===== config.mk =====
export PLATFORM = sky130hd
export DESIGN_NAME = load_store_unit
export DESIGN_NICKNAME = d
export VERILOG_FILES = /design/src/rtl/load_store_unit.sv
export SDC_FILE = /design/constraint.sdc
export NUM_CORES = 1
export LEC_CHECK = 0
export CAP_MARGIN = 40
export CORE_MARGIN = 5
export CORE_UTILIZATION = 50
export CTS_CLUSTER_DIAMETER = 60
export DETAILED_ROUTE_END_ITERATION = 10
export PLACE_DENSITY = 0.92
export SKIP_CTS_REPAIR_TIMING = 1
export SLEW_MARGIN = 5
export SYNTH_ARGS = -nofsm -noshare
export SYNTH_HDL_FRONTEND = slang
export SYNTH_SLANG_ARGS = --single-unit

===== constraint.sdc =====
create_clock -name clk_i -period 4.7 [get_ports clk_i]
set_input_delay 0.47 -clock clk_i [delete_from_list [all_inputs] [get_ports clk_i]]
set_output_delay 0.47 -clock clk_i [all_outputs]
set_load 0.03 [all_outputs]

===== src/rtl/load_store_unit.sv =====
// RV32I data-memory interface: turns core load/store requests into a req/gnt/rvalid
// word transaction with byte strobes, formats load data and stalls the core until done.
module load_store_unit #(
  parameter int unsigned TIMEOUT_CYCLES = 255
) (
  input  logic        clk_i,
  input  logic        rst_i,
  input  logic        req_i,
  input  logic        we_i,
  input  logic [2:0]  funct3_i,
  input  logic [31:0] addr_i,
  input  logic [31:0] wdata_i,
  output logic [31:0] rdata_o,
  output logic        stall_o,
  output logic        misaligned_o,
  output logic        bus_err_o,
  output logic        mem_req_o,
  output logic        mem_we_o,
  output logic [31:0] mem_addr_o,
  output logic [3:0]  mem_wstrb_o,
  output logic [31:0] mem_wdata_o,
  input  logic        mem_gnt_i,
  input  logic        mem_rvalid_i,
  input  logic [31:0] mem_rdata_i
);

  typedef enum logic [1:0] {IDLE, REQ, WAIT, DONE} state_t;

  localparam logic [15:0] TIMEOUT_LAST = 16'(TIMEOUT_CYCLES - 1);

  state_t      state_q, state_d;
  logic [31:0] addr_q, addr_d;
  logic        we_q, we_d;
  logic [2:0]  funct3_q, funct3_d;
  logic [31:0] wdata_q, wdata_d;
  logic [15:0] cnt_q, cnt_d;
  logic [31:0] rdata_q, rdata_d;
  logic        misaligned_q, misaligned_d;
  logic        bus_err_q, bus_err_d;
  logic        timeout;

  function automatic logic access_legal(input logic we, input logic [2:0] f3,
                                        input logic [1:0] off);
    logic ok;
    case (f3)
      3'b000:  ok = 1'b1;
      3'b001:  ok = ~off[0];
      3'b010:  ok = (off == 2'b00);
      3'b100:  ok = ~we;
      3'b101:  ok = ~we & ~off[0];
      default: ok = 1'b0;
    endcase
    return ok;
  endfunction

  function automatic logic [31:0] format_load(input logic [2:0] f3, input logic [1:0] off,
                                              input logic [31:0] word);
    logic [31:0] lane;
    logic [31:0] res;
    lane = word >> {off, 3'b000};
    case (f3)
      3'b000:  res = {{24{lane[7]}}, lane[7:0]};
      3'b001:  res = {{16{lane[15]}}, lane[15:0]};
      3'b100:  res = {24'h0, lane[7:0]};
      3'b101:  res = {16'h0, lane[15:0]};
      default: res = lane;
    endcase
    return res;
  endfunction

  assign timeout = (cnt_q == TIMEOUT_LAST);

  always_comb begin
    state_d      = state_q;
    addr_d       = addr_q;
    we_d         = we_q;
    funct3_d     = funct3_q;
    wdata_d      = wdata_q;
    cnt_d        = cnt_q;
    rdata_d      = rdata_q;
    misaligned_d = 1'b0;
    bus_err_d    = 1'b0;
    stall_o      = 1'b0;
    mem_req_o    = 1'b0;
    mem_we_o     = 1'b0;
    mem_addr_o   = 32'h0;
    mem_wstrb_o  = 4'b0000;
    mem_wdata_o  = 32'h0;

    case (state_q)
      IDLE: begin
        if (req_i) begin
          if (access_legal(we_i, funct3_i, addr_i[1:0])) begin
            stall_o  = 1'b1;
            addr_d   = addr_i;
            we_d     = we_i;
            funct3_d = funct3_i;
            wdata_d  = wdata_i;
            cnt_d    = 16'h0;
            state_d  = REQ;
          end else begin
            misaligned_d = 1'b1;
          end
        end
      end

      REQ: begin
        stall_o    = 1'b1;
        mem_req_o  = 1'b1;
        mem_we_o   = we_q;
        mem_addr_o = {addr_q[31:2], 2'b00};
        if (we_q) begin
          case (funct3_q[1:0])
            2'b00: begin
              mem_wstrb_o = 4'b0001 << addr_q[1:0];
              mem_wdata_o = {4{wdata_q[7:0]}};
            end
            2'b01: begin
              mem_wstrb_o = 4'b0011 << addr_q[1:0];
              mem_wdata_o = {2{wdata_q[15:0]}};
            end
            default: begin
              mem_wstrb_o = 4'b1111;
              mem_wdata_o = wdata_q;
            end
          endcase
        end
        cnt_d = cnt_q + 16'd1;
        // Completion is checked before timeout so a same-cycle response wins.
        if (mem_gnt_i && we_q) begin
          state_d = DONE;
        end else if (mem_gnt_i && mem_rvalid_i) begin
          rdata_d = format_load(funct3_q, addr_q[1:0], mem_rdata_i);
          state_d = DONE;
        end else if (timeout) begin
          bus_err_d = 1'b1;
          if (!we_q) rdata_d = 32'h0;
          state_d = DONE;
        end else if (mem_gnt_i) begin
          state_d = WAIT;
        end
      end

      WAIT: begin
        stall_o = 1'b1;
        cnt_d   = cnt_q + 16'd1;
        if (mem_rvalid_i) begin
          rdata_d = format_load(funct3_q, addr_q[1:0], mem_rdata_i);
          state_d = DONE;
        end else if (timeout) begin
          bus_err_d = 1'b1;
          rdata_d   = 32'h0;
          state_d   = DONE;
        end
      end

      default: state_d = IDLE;
    endcase
  end

  always_ff @(posedge clk_i) begin
    if (rst_i) begin
      state_q      <= IDLE;
      addr_q       <= 32'h0;
      we_q         <= 1'b0;
      funct3_q     <= 3'b000;
      wdata_q      <= 32'h0;
      cnt_q        <= 16'h0;
      rdata_q      <= 32'h0;
      misaligned_q <= 1'b0;
      bus_err_q    <= 1'b0;
    end else begin
      state_q      <= state_d;
      addr_q       <= addr_d;
      we_q         <= we_d;
      funct3_q     <= funct3_d;
      wdata_q      <= wdata_d;
      cnt_q        <= cnt_d;
      rdata_q      <= rdata_d;
      misaligned_q <= misaligned_d;
      bus_err_q    <= bus_err_d;
    end
  end

  assign rdata_o      = rdata_q;
  assign misaligned_o = misaligned_q;
  assign bus_err_o    = bus_err_q;

endmodule


==> impl_results.md, run 1 <==
- Placed cell area: 8500 um2
- Critical path data arrival time: 2.82 ns
- CTS tree: done
- Fill cells: 906
- Adder-cell share of the synthesized area: 1.19%
- Final Cell Area: 9150 um2
- Vias: 6668
- Worst vdd ir: 0.297 mV
- Total negative setup slack: 0 ns
- Crit end category: output port
- Root buf cell: clkbuf_16
- Final number of max-transition violations: 0
- Synth top area cells: dfxtp_1 (38%), mux2i_1 (12%), nand2_1 (11%)
- Synth Area in Compound Gates: 16.7%
- Fin crit period: 3.29 ns
- Crit-path slowest cell: dfxtp_1
- DR WL/cell: 17.7 um
- Largest stage delay, worst path: 0.79 ns
- F_max: 304 MHz
- Most frequent cell after synthesis: nand2_1
- Lkg Pwr: 3.27 nW
- Nets@finish: 1103
- Initial drt markers: 691
- Post-Synth Simple-Gate Area: 26.3%
- Num rows: 41
- CTS max path bufs: 2
- Antenna violations before repair: 0
- WL final: 20800 um
- GP Congestion: 0.872
- Setup-failing EPs final: 0
- Xor/xnor cell area share of the yosys netlist: 0%
- Die X: 122 um
- Synth warnings: 0
- Layout area overhead: 44.7%
- Run status: completed
- Synth Register Bits: 120
- Fraction of registers with async set/reset: 0%
- Critical Path Start Type: flop
- Worst skew pair latency: 0.42 ns
- Ant. Diodes: 0
- Number of synthesized flops with an enable pin: 0
- H-tree depth: 4
- Drt drc: 0
- Max_slew headroom: 40.7%
- Reg clk slew, reported paths: 0.06 ns
- Power per Cell Area: 363 nW/um2
- Largest family of logic cells by synthesized area: simple AND/OR/NAND/NOR gates
- Hold Fails Final Rpt: 0
- Routed Antenna Nets: 0
- RSZ-0062 raised after global routing: false
- Die Area: 15000 um2
- Layout cells sized above 1: 5.08%
- Clk sink count: 120
- Num CTS Buffers: 17
- Synthesized area per cell: 7.69 um2
- Starting Density: 50.5%
- Setup Crit Path Kind: reg -> out
- Hold/Removal Path Class: in -> reg
- Main synth FF type: dfxtp_1
- Synthesized netlist cell count: 822
- Period utilization: 70.0%
- DRT Pass-1 Iters: 5
- CP required: 4.23 ns
- Top cell type's share of synthesized area: 38.0%
- Crit Path Max Fanout: 17
- Die Ht: 122 um
- Core Box Area: 12500 um2
- Worst Tran Pin Value: 0.887 ns
- Crit path cell chain: or2_2, nand2_1, a21oi_1, clkdlybuf4s50_1
- Port Buffers: 207
- Global route overflow: 0
- Largest net degree at the start of global routing: 78
- First-pass GRT wire length: 32600 um
- HPWL Detailed: 13600 um
- Worst clock skew: 0.00887 ns
- Commonest cells in the synthesized netlist: nand2_1 (177), dfxtp_1 (120), a21oi_1 (109)
- Seq/Total Area, Yosys: 38.0%
- MaxCap Viol Count: 0
- Via density: 5.67
- Ports: 210
- Cell area after synthesis: 6320 um2
- Gr usage total: 27.3%
- Vias in the first global route: 6514
- Area leader, netlist: dfxtp_1
- Yosys cell types: 45
- Post-synthesis mux area share: 11.9%
## cell usage in the layout (no fill, tap or decap), drive strengths merged, types with 2 or more instances in the layout
cell           Yosys  final
clkbuf            59     22
nand3b            10     10
and4               3      3
inv               21     21
and2              30     30
nor3               2      2
nand4              4      4
ha                 6      6
o311ai            16     16
buf               12     15
o21bai             4      4
bufinv             0      5
conb               1      2
nor2b              2      2
clkinv             0      2
and3               8      8
or3                6      6
mux2i             73     73
dfxtp            120    120
o21ai             25     25
a21o               2      2
or2                2      2
o211ai             8      8
nor2              29     29
o31ai             10     10
or4               11     11
clkdlybuf4s50      0    206
nand2            177    177
nand2b            35     35
nor4               2      2
nand3             23     23
a21oi            109    109
## cells by family (layout without fill, tap and decap cells)
logic type | after synthesis | count (layout)
other | 1 | 2
buffers and inverters | 92 | 272
DFF | 120 | 120
adders and majority gates | 6 | 6
AOI/OAI and AO/OA | 182 | 182
and+or+nand+nor | 347 | 347
muxes | 74 | 74
## final timing paths
check / from / endpoint / slack, ns / depth (start not counted)
worst min register to register: addr_q[17] / addr_q[17] / 0.45 / 2
worst min-delay path: rst_i / wdata_q[26] / 0.44 / 2
worst max-delay path: funct3_q[0] / mem_wdata_o[13] / 1.41 / 4
worst max register to register: cnt_q[11] / rdata_o[3] / 2.21 / 5
## flip-flops by register name, indices dropped and copies added, names as in the netlist
name          count
addr_q           32
bus_err_o         1
cnt_q            16
funct3_q          3
misaligned_o      1
rdata_o          32
state_q           2
wdata_q          32
we_q              1
## stage by stage
step                setup slack (ns)  instances  total power [mW]  util [%]  hold WS [ns]
floorplan                       2.06        823              1.61         -         0.432
detailed placement              1.52       1145              1.88      67.9         0.442
global placement                1.44       1142              1.85      67.4         0.437
global route                    1.32       1175              3.44      73.1         0.459
CTS                             1.42       1175              3.32      73.1         0.429
finish                          1.41       1175              3.32      73.1         0.436
## worst max-delay path: cells and delay by family, from the launching register on
kind / cells / cell delay, ns
buffers and inverters: 1 / 0.74
AND/OR/NAND/NOR: 2 / 0.63
flip-flops: 1 / 0.79
AO/OA/AOI/OAI: 1 / 0.24
## report_power, final
| group | internal [mW] | total [mW] | switching, mW |
|---|---|---|---|
| clock network | 0.989 | 1.44 | 0.455 |
| registers | 1.08 | 1.14 | 0.0536 |
| logic | 0.302 | 0.743 | 0.441 |
| total | 2.37 | 3.32 | 0.950 |
## layer usage
layer | vias up | track usage (%) | wire (um)
met1 | 3120 | 31.4 | 7850
met2 | 335 | 47.3 | 10200
met5 | - | 0 | 0
met3 | 50 | 8.89 | 2180
li1 | 3163 | - | -
met4 | 0 | 10.1 | 528
## cell type report
class                   count  area, um2  share of cell area (%)
clock inverters             8        168                    1.83
well taps                 172        215                    2.35
multi-input cells         611       3590                    39.3
repair buffers            221       2210                    24.1
clock buffers              22        484                    5.29
inverters                  21       78.8                   0.862
flip-flops and latches    120       2400                    26.3
(Power assumes the default switching activity.)
==> inputs of run 2 (changes only) <==
--- a/config.mk
+++ b/config.mk
@@ -7,10 +7,10 @@
 export LEC_CHECK = 0
 export CAP_MARGIN = 40
 export CORE_MARGIN = 5
-export CORE_UTILIZATION = 50
+export CORE_UTILIZATION = 42
 export CTS_CLUSTER_DIAMETER = 60
 export DETAILED_ROUTE_END_ITERATION = 10
-export PLACE_DENSITY = 0.92
+export PLACE_DENSITY = 0.83
 export SKIP_CTS_REPAIR_TIMING = 1
 export SLEW_MARGIN = 5
 export SYNTH_ARGS = -nofsm -noshare
==> constraint.sdc (replaced) <==
create_clock -name clk_i -period 2.86 [get_ports clk_i]
set_input_delay 0.286 -clock clk_i [delete_from_list [all_inputs] [get_ports clk_i]]
set_output_delay 0.286 -clock clk_i [all_outputs]
set_load 0.03 [all_outputs]
==> run 2 against run 1 <==
- clock power up 65%
- utilization decreased by 10 points
- power grew 65%
- first-iteration DRC count fell by 18%
- hold slack worse by 0.038 ns
- critical path depth up 1
- wire length down 4.9%
- combinational power increased by 68%
==> impl_results.md, run 2 (synthesis gave the netlist of run 1 again) <==
- Fin crit period: 2.71 ns
- Final Cell Area: 9170 um2
- Num rows: 44
- Worst hold slack: 0.397 ns
- Reg area: 2400 um2
- Most common cell after layout, fill and taps aside: nand2_1
- Routed Antenna Nets: 0
- Root buf cell: clkbuf_16
- Hold Fails Final Rpt: 0
- Fill cells: 1268
- Die Ht: 133 um
- Max_slew headroom: 43.0%
- Most frequent cells in the layout: nand2_1 (177), clkdlybuf4s50_1 (176), dfxtp_1 (120), a21oi_1 (108), mux2i_1 (73)
- Layout cells sized above 1: 8.98%
- Hold Path Depth: 2
- Reg-to-reg slack, setup: 0.40 ns
- Nets@finish: 1111
- Hold/Removal Path Class: in -> reg
- GP Congestion: 0.869
- Lkg Pwr: 3.37 nW
- Num CTS Buffers: 17
- Vias in the first global route: 6123
- Crit end category: output port
- Power per Cell Area: 599 nW/um2
- Worst skew pair latency: 0.42 ns
- Setup Crit Path Kind: reg -> out
- CTS tree: done
- DRT Pass-1 Iters: 5
- Hold path startpoint: rst_i
- Core Box Area: 14600 um2
- Ports: 210
- Setup-failing EPs final: 0
- Non-Filler Instances: 1197
- Pwr Total: 5.49 mW
- MaxCap Viol Count: 0
- RSZ-0062 raised after global routing: false
- DR WL/cell: 16.5 um
- Reg-to-reg startpoint: state_q[1]
- Starting Density: 43.2%
- Clk sink count: 120
- Largest net degree at the start of global routing: 69
- Die X: 133 um
- Placed insts: 1165
- H-tree depth: 4
- Dpl ws: 0.0862 ns
- Drt drc: 0
- Initial drt markers: 566
- Multi-input logic area: 3590 um2
- Final number of max-transition violations: 0
- Crit Path Max Fanout: 39
- Period utilization: 94.7%
- Worst Tran Pin Value: 0.851 ns
- Final cell utilization of the core: 62.6%
- CTS max path bufs: 2
- Critical path data arrival time: 2.42 ns
- Placed cell area: 8510 um2
- Run status: completed
- Port Buffers: 207
- First-pass GRT wire length: 31600 um
- Die Area: 17600 um2
- R2R depth: 8
- Via density: 5.44
- Antenna violations before repair: 0
- Setup ws final: 0.150 ns
- Layout area overhead: 45.1%
- WL final: 19700 um
- Reg clk slew, reported paths: 0.06 ns
- Global route overflow: 0
- F_max: 369 MHz
- Worst vdd ir: 0.394 mV
- Total negative setup slack: 0 ns
- Critical Path Start Type: flop
- Vias: 6513
- Worst clock skew: 0.00926 ns
- Hold EP: wdata_q[30]
- Gr usage total: 21.9%
- Reg2reg end: cnt_q[0]
- HPWL Detailed: 13700 um
- CP required: 2.57 ns
- Ant. Diodes: 0
[run 2: where the power goes]
group / switching (mW) / internal [mW] / total [mW]
sequential: 0.0858 / 1.78 / 1.87
combinational: 0.714 / 0.537 / 1.25
clock: 0.782 / 1.59 / 2.37
[run 2: worst max-delay path by stage]
stage                      from        endpoint  slack (ns)  depth (start not counted)
finish               state_q[1]  mem_wdata_o[0]        0.15                          5
global route         state_q[1]  mem_wdata_o[0]        0.05                          5
CTS                  state_q[1]  mem_wdata_o[0]        0.15                          5
detailed placement  funct3_i[2]        cnt_q[3]        0.09                          6
global placement    funct3_i[2]        cnt_q[6]        0.15                          6
floorplan           funct3_i[2]         stall_o        0.58                          6
[run 2: critical path, stage by stage, from the launching register on]
cell             delay [ns]
dfxtp_1                0.35
inv_1                  0.11
ha_1                   0.38
buf_12                 0.23
and3_1                 0.19
clkdlybuf4s50_1        0.74
[run 2: layout make-up]
| class | instances | share of cell area, % |
|---|---|---|
| inverters | 21 | 0.860 |
| clock inverters | 12 | 2.16 |
| multi-input cells | 611 | 39.2 |
| repair buffers | 229 | 24.1 |
| clock buffers | 20 | 4.98 |
| flip-flops and latches | 120 | 26.2 |
| well taps | 184 | 2.51 |
[run 2: per-layer routing]
| metal | vias up | track usage [%] | part of all wire [%] |
|---|---|---|---|
| met1 | 3028 | 27.5 | 42 |
| met2 | 276 | 34.6 | 46 |
| met3 | 33 | 8.66 | 10 |
| met4 | 0 | 6.81 | 2.0 |
| met5 | - | 0 | 0 |
| li1 | 3176 | - | - |
